### config.mk
export PLATFORM = sky130hd
export DESIGN_NAME = legv8_multicycle_control
export DESIGN_NICKNAME = d
export VERILOG_FILES = /design/src/rtl/legv8_pkg.sv /design/src/rtl/legv8_opclass_decode.sv /design/src/rtl/legv8_multicycle_control.sv
export SDC_FILE = /design/constraint.sdc
export NUM_CORES = 1
export LEC_CHECK = 0
export ABC_AREA = 1
export ABC_CLOCK_PERIOD_IN_PS = 4440
export BUFFER_PORTS_ARGS = -buffer_cell sky130_fd_sc_hd__clkbuf_2
export CORE_ASPECT_RATIO = 0.6
export CORE_UTILIZATION = 30
export CTS_BUF_LIST = sky130_fd_sc_hd__clkbuf_8
export DETAILED_ROUTE_END_ITERATION = 10
export PLACE_DENSITY = 0.59
export SYNTH_ARGS = -nofsm -noshare
export SYNTH_HDL_FRONTEND = slang
export SYNTH_SLANG_ARGS = --single-unit
### constraint.sdc
create_clock -name clk -period 4.44 [get_ports clk]
set_input_delay 0.444 -clock clk [delete_from_list [all_inputs] [get_ports clk]]
set_output_delay 0.444 -clock clk [all_outputs]
set_load 0.005 [all_outputs]
### src/rtl/legv8_pkg.sv
// Shared types and encodings for the LEGv8 multi-cycle control path.
// Imported by the opcode-class decoder and the main control FSM.
package legv8_pkg;

  typedef enum logic [3:0] {
    ST_FETCH,
    ST_DECODE,
    ST_R_EXEC,
    ST_R_WB,
    ST_MEM_ADDR,
    ST_MEM_READ,
    ST_MEM_WB,
    ST_MEM_WRITE,
    ST_CBZ_EXEC,
    ST_B_EXEC,
    ST_HALT
  } state_t;

  typedef enum logic [2:0] {
    CLS_R,
    CLS_LD,
    CLS_ST,
    CLS_CBZ,
    CLS_B,
    CLS_ILLEGAL
  } opclass_t;

  localparam logic [10:0] OP_ADD     = 11'b10001011000;
  localparam logic [10:0] OP_SUB     = 11'b11001011000;
  localparam logic [10:0] OP_AND     = 11'b10001010000;
  localparam logic [10:0] OP_ORR     = 11'b10101010000;
  localparam logic [10:0] OP_LDUR    = 11'b11111000010;
  localparam logic [10:0] OP_STUR    = 11'b11111000000;
  localparam logic [7:0]  OP_CBZ_PFX = 8'b10110100;
  localparam logic [5:0]  OP_B_PFX   = 6'b000101;

  // {ALUOp1, ALUOp2}
  localparam logic [1:0] ALUOP_ADD   = 2'b00;
  localparam logic [1:0] ALUOP_RTYPE = 2'b10;
  localparam logic [1:0] ALUOP_PASSB = 2'b01;

  localparam logic [1:0] ALUSRCB_REG     = 2'b00;
  localparam logic [1:0] ALUSRCB_FOUR    = 2'b01;
  localparam logic [1:0] ALUSRCB_IMM     = 2'b10;
  localparam logic [1:0] ALUSRCB_IMM_SH2 = 2'b11;

  localparam logic [1:0] PCSRC_ALU    = 2'b00;
  localparam logic [1:0] PCSRC_ALUOUT = 2'b01;
  localparam logic [1:0] PCSRC_BRANCH = 2'b10;

  typedef struct packed {
    logic       pc_write;
    logic       pc_write_cond;
    logic       ior_d;
    logic       mem_read;
    logic       mem_write;
    logic       ir_write;
    logic       reg2_loc;
    logic       mem_to_reg;
    logic       reg_write;
    logic       alu_src_a;
    logic [1:0] alu_src_b;
    logic [1:0] pc_source;
    logic [1:0] alu_op;
  } ctrl_t;

  // Instructions whose second source register comes from the Rt field.
  function automatic logic reads_rt(input opclass_t cls);
    return (cls == CLS_ST) || (cls == CLS_CBZ);
  endfunction

endpackage

### src/rtl/legv8_opclass_decode.sv
// Combinational classification of the IR opcode field into the
// instruction classes the control FSM sequences.
module legv8_opclass_decode
  import legv8_pkg::*;
(
  input  logic [10:0] op_code,
  output opclass_t    op_class
);

  always_comb begin
    // NOTE: default assigned first so no path through the case can infer a latch.
    op_class = CLS_ILLEGAL;
    if (op_code[10:3] == OP_CBZ_PFX) begin
      op_class = CLS_CBZ;
    end else if (op_code[10:5] == OP_B_PFX) begin
      op_class = CLS_B;
    end else begin
      case (op_code)
        OP_ADD, OP_SUB, OP_AND, OP_ORR: op_class = CLS_R;
        OP_LDUR:                        op_class = CLS_LD;
        OP_STUR:                        op_class = CLS_ST;
        default:                        op_class = CLS_ILLEGAL;
      endcase
    end
  end

endmodule

### src/rtl/legv8_multicycle_control.sv
// Multi-cycle main control FSM for the LEGv8 datapath: sequences
// fetch/decode/execute/memory/writeback and counts retired instructions.
module legv8_multicycle_control
  import legv8_pkg::*;
#(
  parameter int CNT_W = 16
) (
  input  logic             clk,
  input  logic             rst_n,
  input  logic [10:0]      opCodeField,
  input  logic             memReady,
  output logic             pcWrite,
  output logic             pcWriteCond,
  output logic             iorD,
  output logic             memRead,
  output logic             memWrite,
  output logic             irWrite,
  output logic             reg2Loc,
  output logic             memToReg,
  output logic             regWrite,
  output logic             aluSrcA,
  output logic [1:0]       aluSrcB,
  output logic [1:0]       pcSource,
  output logic             ALUOp1,
  output logic             ALUOp2,
  output logic             illegalOp,
  output logic [CNT_W-1:0] instrCount
);

  localparam logic [CNT_W-1:0] CNT_ONE = {{(CNT_W-1){1'b0}}, 1'b1};

  state_t   state;
  opclass_t op_class;
  ctrl_t    ctrl;

  legv8_opclass_decode u_opclass (
    .op_code  (opCodeField),
    .op_class (op_class)
  );

  // NOTE: non-blocking assignments so every register samples pre-edge values.
  always_ff @(posedge clk or negedge rst_n) begin
    if (!rst_n) begin
      state      <= ST_FETCH;
      illegalOp  <= 1'b0;
      instrCount <= '0;
    end else begin
      case (state)
        ST_FETCH: begin
          if (memReady) state <= ST_DECODE;
        end
        ST_DECODE: begin
          case (op_class)
            CLS_R:          state <= ST_R_EXEC;
            CLS_LD, CLS_ST: state <= ST_MEM_ADDR;
            CLS_CBZ:        state <= ST_CBZ_EXEC;
            CLS_B:          state <= ST_B_EXEC;
            default: begin
              state     <= ST_HALT;
              illegalOp <= 1'b1;
            end
          endcase
        end
        ST_R_EXEC: state <= ST_R_WB;
        ST_R_WB: begin
          state      <= ST_FETCH;
          instrCount <= instrCount + CNT_ONE;
        end
        ST_MEM_ADDR: begin
          state <= (op_class == CLS_ST) ? ST_MEM_WRITE : ST_MEM_READ;
        end
        ST_MEM_READ: begin
          if (memReady) state <= ST_MEM_WB;
        end
        ST_MEM_WB: begin
          state      <= ST_FETCH;
          instrCount <= instrCount + CNT_ONE;
        end
        ST_MEM_WRITE: begin
          if (memReady) begin
            state      <= ST_FETCH;
            instrCount <= instrCount + CNT_ONE;
          end
        end
        ST_CBZ_EXEC, ST_B_EXEC: begin
          state      <= ST_FETCH;
          instrCount <= instrCount + CNT_ONE;
        end
        ST_HALT: state <= ST_HALT;
        default: state <= ST_FETCH;
      endcase
    end
  end

  // Moore decode; only the memory-handshake strobes look at memReady.
  always_comb begin
    ctrl = '0;
    case (state)
      ST_FETCH: begin
        ctrl.mem_read  = 1'b1;
        ctrl.alu_src_b = ALUSRCB_FOUR;
        ctrl.alu_op    = ALUOP_ADD;
        ctrl.pc_source = PCSRC_ALU;
        ctrl.ir_write  = memReady;
        ctrl.pc_write  = memReady;
      end
      ST_DECODE: begin
        ctrl.alu_src_b = ALUSRCB_IMM_SH2;
        ctrl.alu_op    = ALUOP_ADD;
        ctrl.reg2_loc  = reads_rt(op_class);
      end
      ST_R_EXEC: begin
        ctrl.alu_src_a = 1'b1;
        ctrl.alu_src_b = ALUSRCB_REG;
        ctrl.alu_op    = ALUOP_RTYPE;
      end
      ST_R_WB: begin
        ctrl.reg_write = 1'b1;
      end
      ST_MEM_ADDR: begin
        ctrl.alu_src_a = 1'b1;
        ctrl.alu_src_b = ALUSRCB_IMM;
        ctrl.alu_op    = ALUOP_ADD;
        ctrl.reg2_loc  = (op_class == CLS_ST);
      end
      ST_MEM_READ: begin
        ctrl.mem_read = 1'b1;
        ctrl.ior_d    = 1'b1;
      end
      ST_MEM_WB: begin
        ctrl.reg_write  = 1'b1;
        ctrl.mem_to_reg = 1'b1;
      end
      ST_MEM_WRITE: begin
        ctrl.mem_write = 1'b1;
        ctrl.ior_d     = 1'b1;
        ctrl.reg2_loc  = 1'b1;
      end
      ST_CBZ_EXEC: begin
        ctrl.alu_src_a     = 1'b1;
        ctrl.alu_src_b     = ALUSRCB_REG;
        ctrl.reg2_loc      = 1'b1;
        ctrl.alu_op        = ALUOP_PASSB;
        ctrl.pc_write_cond = 1'b1;
        ctrl.pc_source     = PCSRC_ALUOUT;
      end
      ST_B_EXEC: begin
        ctrl.pc_write  = 1'b1;
        ctrl.pc_source = PCSRC_BRANCH;
      end
      default: ctrl = '0;
    endcase
  end

  assign pcWrite     = ctrl.pc_write;
  assign pcWriteCond = ctrl.pc_write_cond;
  assign iorD        = ctrl.ior_d;
  assign memRead     = ctrl.mem_read;
  assign memWrite    = ctrl.mem_write;
  assign irWrite     = ctrl.ir_write;
  assign reg2Loc     = ctrl.reg2_loc;
  assign memToReg    = ctrl.mem_to_reg;
  assign regWrite    = ctrl.reg_write;
  assign aluSrcA     = ctrl.alu_src_a;
  assign aluSrcB     = ctrl.alu_src_b;
  assign pcSource    = ctrl.pc_source;
  assign ALUOp1      = ctrl.alu_op[1];
  assign ALUOp2      = ctrl.alu_op[0];

endmodule
==> summary.md <==
| Metric | Value |
|---|---|
| Grt ovf | `0` |
| Post-synthesis average cell area | `6.953 um^2` |
| Layout filler cell count | `523` |
| I/O pins | `47` |
| Pwr Density | `458.5 mW/mm^2` |
| Post-Layout Cell Count | `between 300 and 400` |
| Die width | `93.98 um` |
| Area growth from synthesis to layout | `21.77%` |
| # resized after CTS | `0` |
| 1st-iter DRT viols | `81` |
| Cells after Synth | `219` |
| Die Ht | `around 57 um` |
| Port Buf Inserts | `46` |
| Post-synthesis sequential area ratio | `0.3451` |
| Yosys reg bits | `21` |
| Site Rows | `19` |
| Initial Util | `0.3219` |
| Status | `finished clean` |
| Min Clock Period, post-route | `2.061 ns` |
| GRT Total Usage | `0.1413` |
| Slew margin rel. | `0.6302` |
| Initial antenna violation count | `0` |
| Max-cap violations | `0` |
| Critical path class | `reg -> out` |
| Vias in the first global route | `1233` |
| Register Area | `525.5 um^2` |
| Mapped Nets | `approximately 230` |
| DRT antenna net count | `0` |
| Die area | `approximately 0.0054 mm^2` |
| Async SR Flop Fraction | `1.000` |
| Sequential Power Share | `0.340` |
| Worst path cell trace | `nand2_1 -> inv_1 -> nand3_1 -> o21ai_0 -> or2_2 -> clkbuf_2` |
| Final Hold Fails | `0` |
| Final worst-path cycle share | `0.4641` |
| Critical path's top delay family | `simple AND/OR/NAND/NOR gates` |
| Clock Sink Count | `21` |
| Worst VDD drop | `roughly 0.17 mV` |
| Final Util | `0.3920` |
| Highest-count cells in the layout ignoring fill and taps | `58 x nand2_1, 46 x clkbuf_2, 30 x inv_1` |
| Clock root buffer | `clkbuf_8` |
| First-pass GRT wire length | `5871 um` |
| Share of layout cells above drive strength 1 | `0.2444` |
| Multi-input logic area | `roughly 850 um^2` |
| Hold Crit Class | `in -> async` |
| Post-synth top flop | `dfrtp_1` |
| Post CTS Setup Buffer Count | `0` |
| Via Count | `1519` |
| H-tree levels | `1` |
| CTS Buf Count | `3` |
| Inst Count DP | `325` |
| Distinct cell type count of the synthesized netlist | `29` |
| Internal | `0.0004592 W` |
| Synthesis warning total | `0` |
| Setup tns final | `0 ns` |
| Slew @ Worst Pin | `0.5496 ns` |
| Via-to-Cell Ratio | `4.617` |
| Drt total wl | `3761 um` |
| # hold bufs at CTS | `0` |
| Post-DP HPWL | `3033 um` |
| Max Fanout on Critical Path | `4` |
| Clk_lat worst skew | `about 0.26 ns` |
| Worst-case clock buffer depth | `2` |
| Routed len/inst | `11.43 um` |
| Final Skew | `0.005807 ns` |
| Final GP Congestion | `0.8143` |
| Max Clock Freq | `485.3 MHz` |
| Commonest non-fill, non-tap cell in the layout | `nand2_1` |
| Switching share of power | `0.4599` |
| Reg clk slew, reported paths | `0.08 ns` |
| Post-synth EDFFs | `0` |
| Critical path required time | `~4 ns` |
| CP Data Arrival Time | `1.62 ns` |
| Final #Nets | `282` |
| Part of the power in the clock network | `0.150` |
| Endpoints failing setup | `0` |
| Netlist Area Pre-Place | `0.001523 mm^2` |
| CORE AREA | `0.004731 mm^2` |
| Antenna diodes | `0` |
| Lkg Pwr | `about 0.98 nW` |
| Worst path max stage delay | `0.41 ns` |
| Unrepaired setup endpoints after global routing | `false` |
| Largest net degree at the start of global routing | `24` |
| Startpoint Class | `register` |
| CP bufs+invs | `2` |
| DRC | `0` |
| Critical path endpoint category | `output port` |
| CTS tree | `yes` |
| Pre-antenna DRT Iters | `4` |
| Max stage delay cell, worst path | `dfrtp_1` |
| Switching power | `0.0003910 W` |
| Final Max Tran Viols | `0` |
| Logic pwr share | `0.510` |
## power by group through the flow
stage	clock network, W	logic [W]	registers [W]
3_5_place_dp	0	0.000435	0.000292
4_1_cts	0.000131	0.000438	0.000289
6_report	0.000127	0.000434	0.000289
2_1_floorplan	0	0.000310	0.000285
3_3_place_gp	0	0.000435	0.000292
5_1_grt	0.000140	0.000492	0.000296
## path summary, 6_finish.rpt
kind                       startpoint              to  slack (ns)  cells after the start
max in group asynchronous       rst_n   instrCount[2]        3.94                      1
hold reg to reg             illegalOp       illegalOp        0.50                      1
setup reg to reg             state[2]  instrCount[13]        2.58                      8
hold / removal                  rst_n        state[1]        0.15                      1
setup / recovery             state[2]         aluSrcA        2.38                      6
min in group clk            illegalOp       illegalOp        0.50                      1
## cell families after synthesis
logic type | share of synthesized area
simple gates | 0.3870
buf+inv | 0.09696
flops | 0.3451
compound gates | 0.06656
xor+xnor | 0.09614
fa+ha+maj | 0.008216
## routing by layer
| layer | track usage | vias to the layer above | part of all wire |
|---|---|---|---|
| met1 | 0.2413 | 693 | 0.57 |
| met2 | 0.1689 | 34 | 0.37 |
| met5 | 0 | - | 0 |
| met3 | 0.04000 | 2 | 0.055 |
| li1 | - | 790 | - |
| met4 | 0.01978 | 0 | 0.0043 |
## stage by stage
stage / hold WS, ns / worst slack, ns / area, um^2 / power (W)
final: 0.1480 / 2.379 / 1854 / 0.0008502
after global routing: 0.2050 / 2.259 / 1854 / 0.0009275
after CTS: 0.1636 / 2.390 / 1854 / 0.0008582
after detailed placement: 0.4525 / 2.499 / 1808 / 0.0007277
after global placement: 0.4580 / 2.526 / 1808 / 0.0007274
after floorplan: 0.1484 / 2.852 / 1523 / 0.0005955
## registers in the layout, indices dropped and copies added, names as in the netlist
name        flops
illegalOp       1
instrCount     16
state           4
## cells in the mapped netlist (2+ instances only)
| cell type | n | area (um^2) |
|---|---|---|
| a21oi_1 | 2 | 10.01 |
| dfrtp_1 | 21 | 525.5 |
| inv_1 | 30 | 112.6 |
| inv_2 | 3 | 11.26 |
| nand2_1 | 58 | 217.7 |
| nand2_2 | 3 | 18.77 |
| nand2_4 | 2 | 22.52 |
| nand3_1 | 13 | 65.06 |
| nand3b_1 | 2 | 15.01 |
| nand4_1 | 3 | 18.77 |
| nor2_1 | 24 | 90.09 |
| nor3_1 | 12 | 60.06 |
| nor4_1 | 4 | 25.02 |
| o21ai_0 | 7 | 35.03 |
| o21ai_1 | 7 | 35.03 |
| or2_2 | 2 | 12.51 |
| xor2_1 | 13 | 113.9 |
| xor2_2 | 2 | 32.53 |
## cell type report
class	count	area share
Clock buffer	3	0.02227
Clock inverter	1	0.002699
Timing Repair Buffer	46	0.1242
Inverter	33	0.06680
Tap cell	63	0.04251
Multi-Input combinational cell	162	0.4582
Sequential cell	21	0.2834
(Power assumes the default switching activity.)
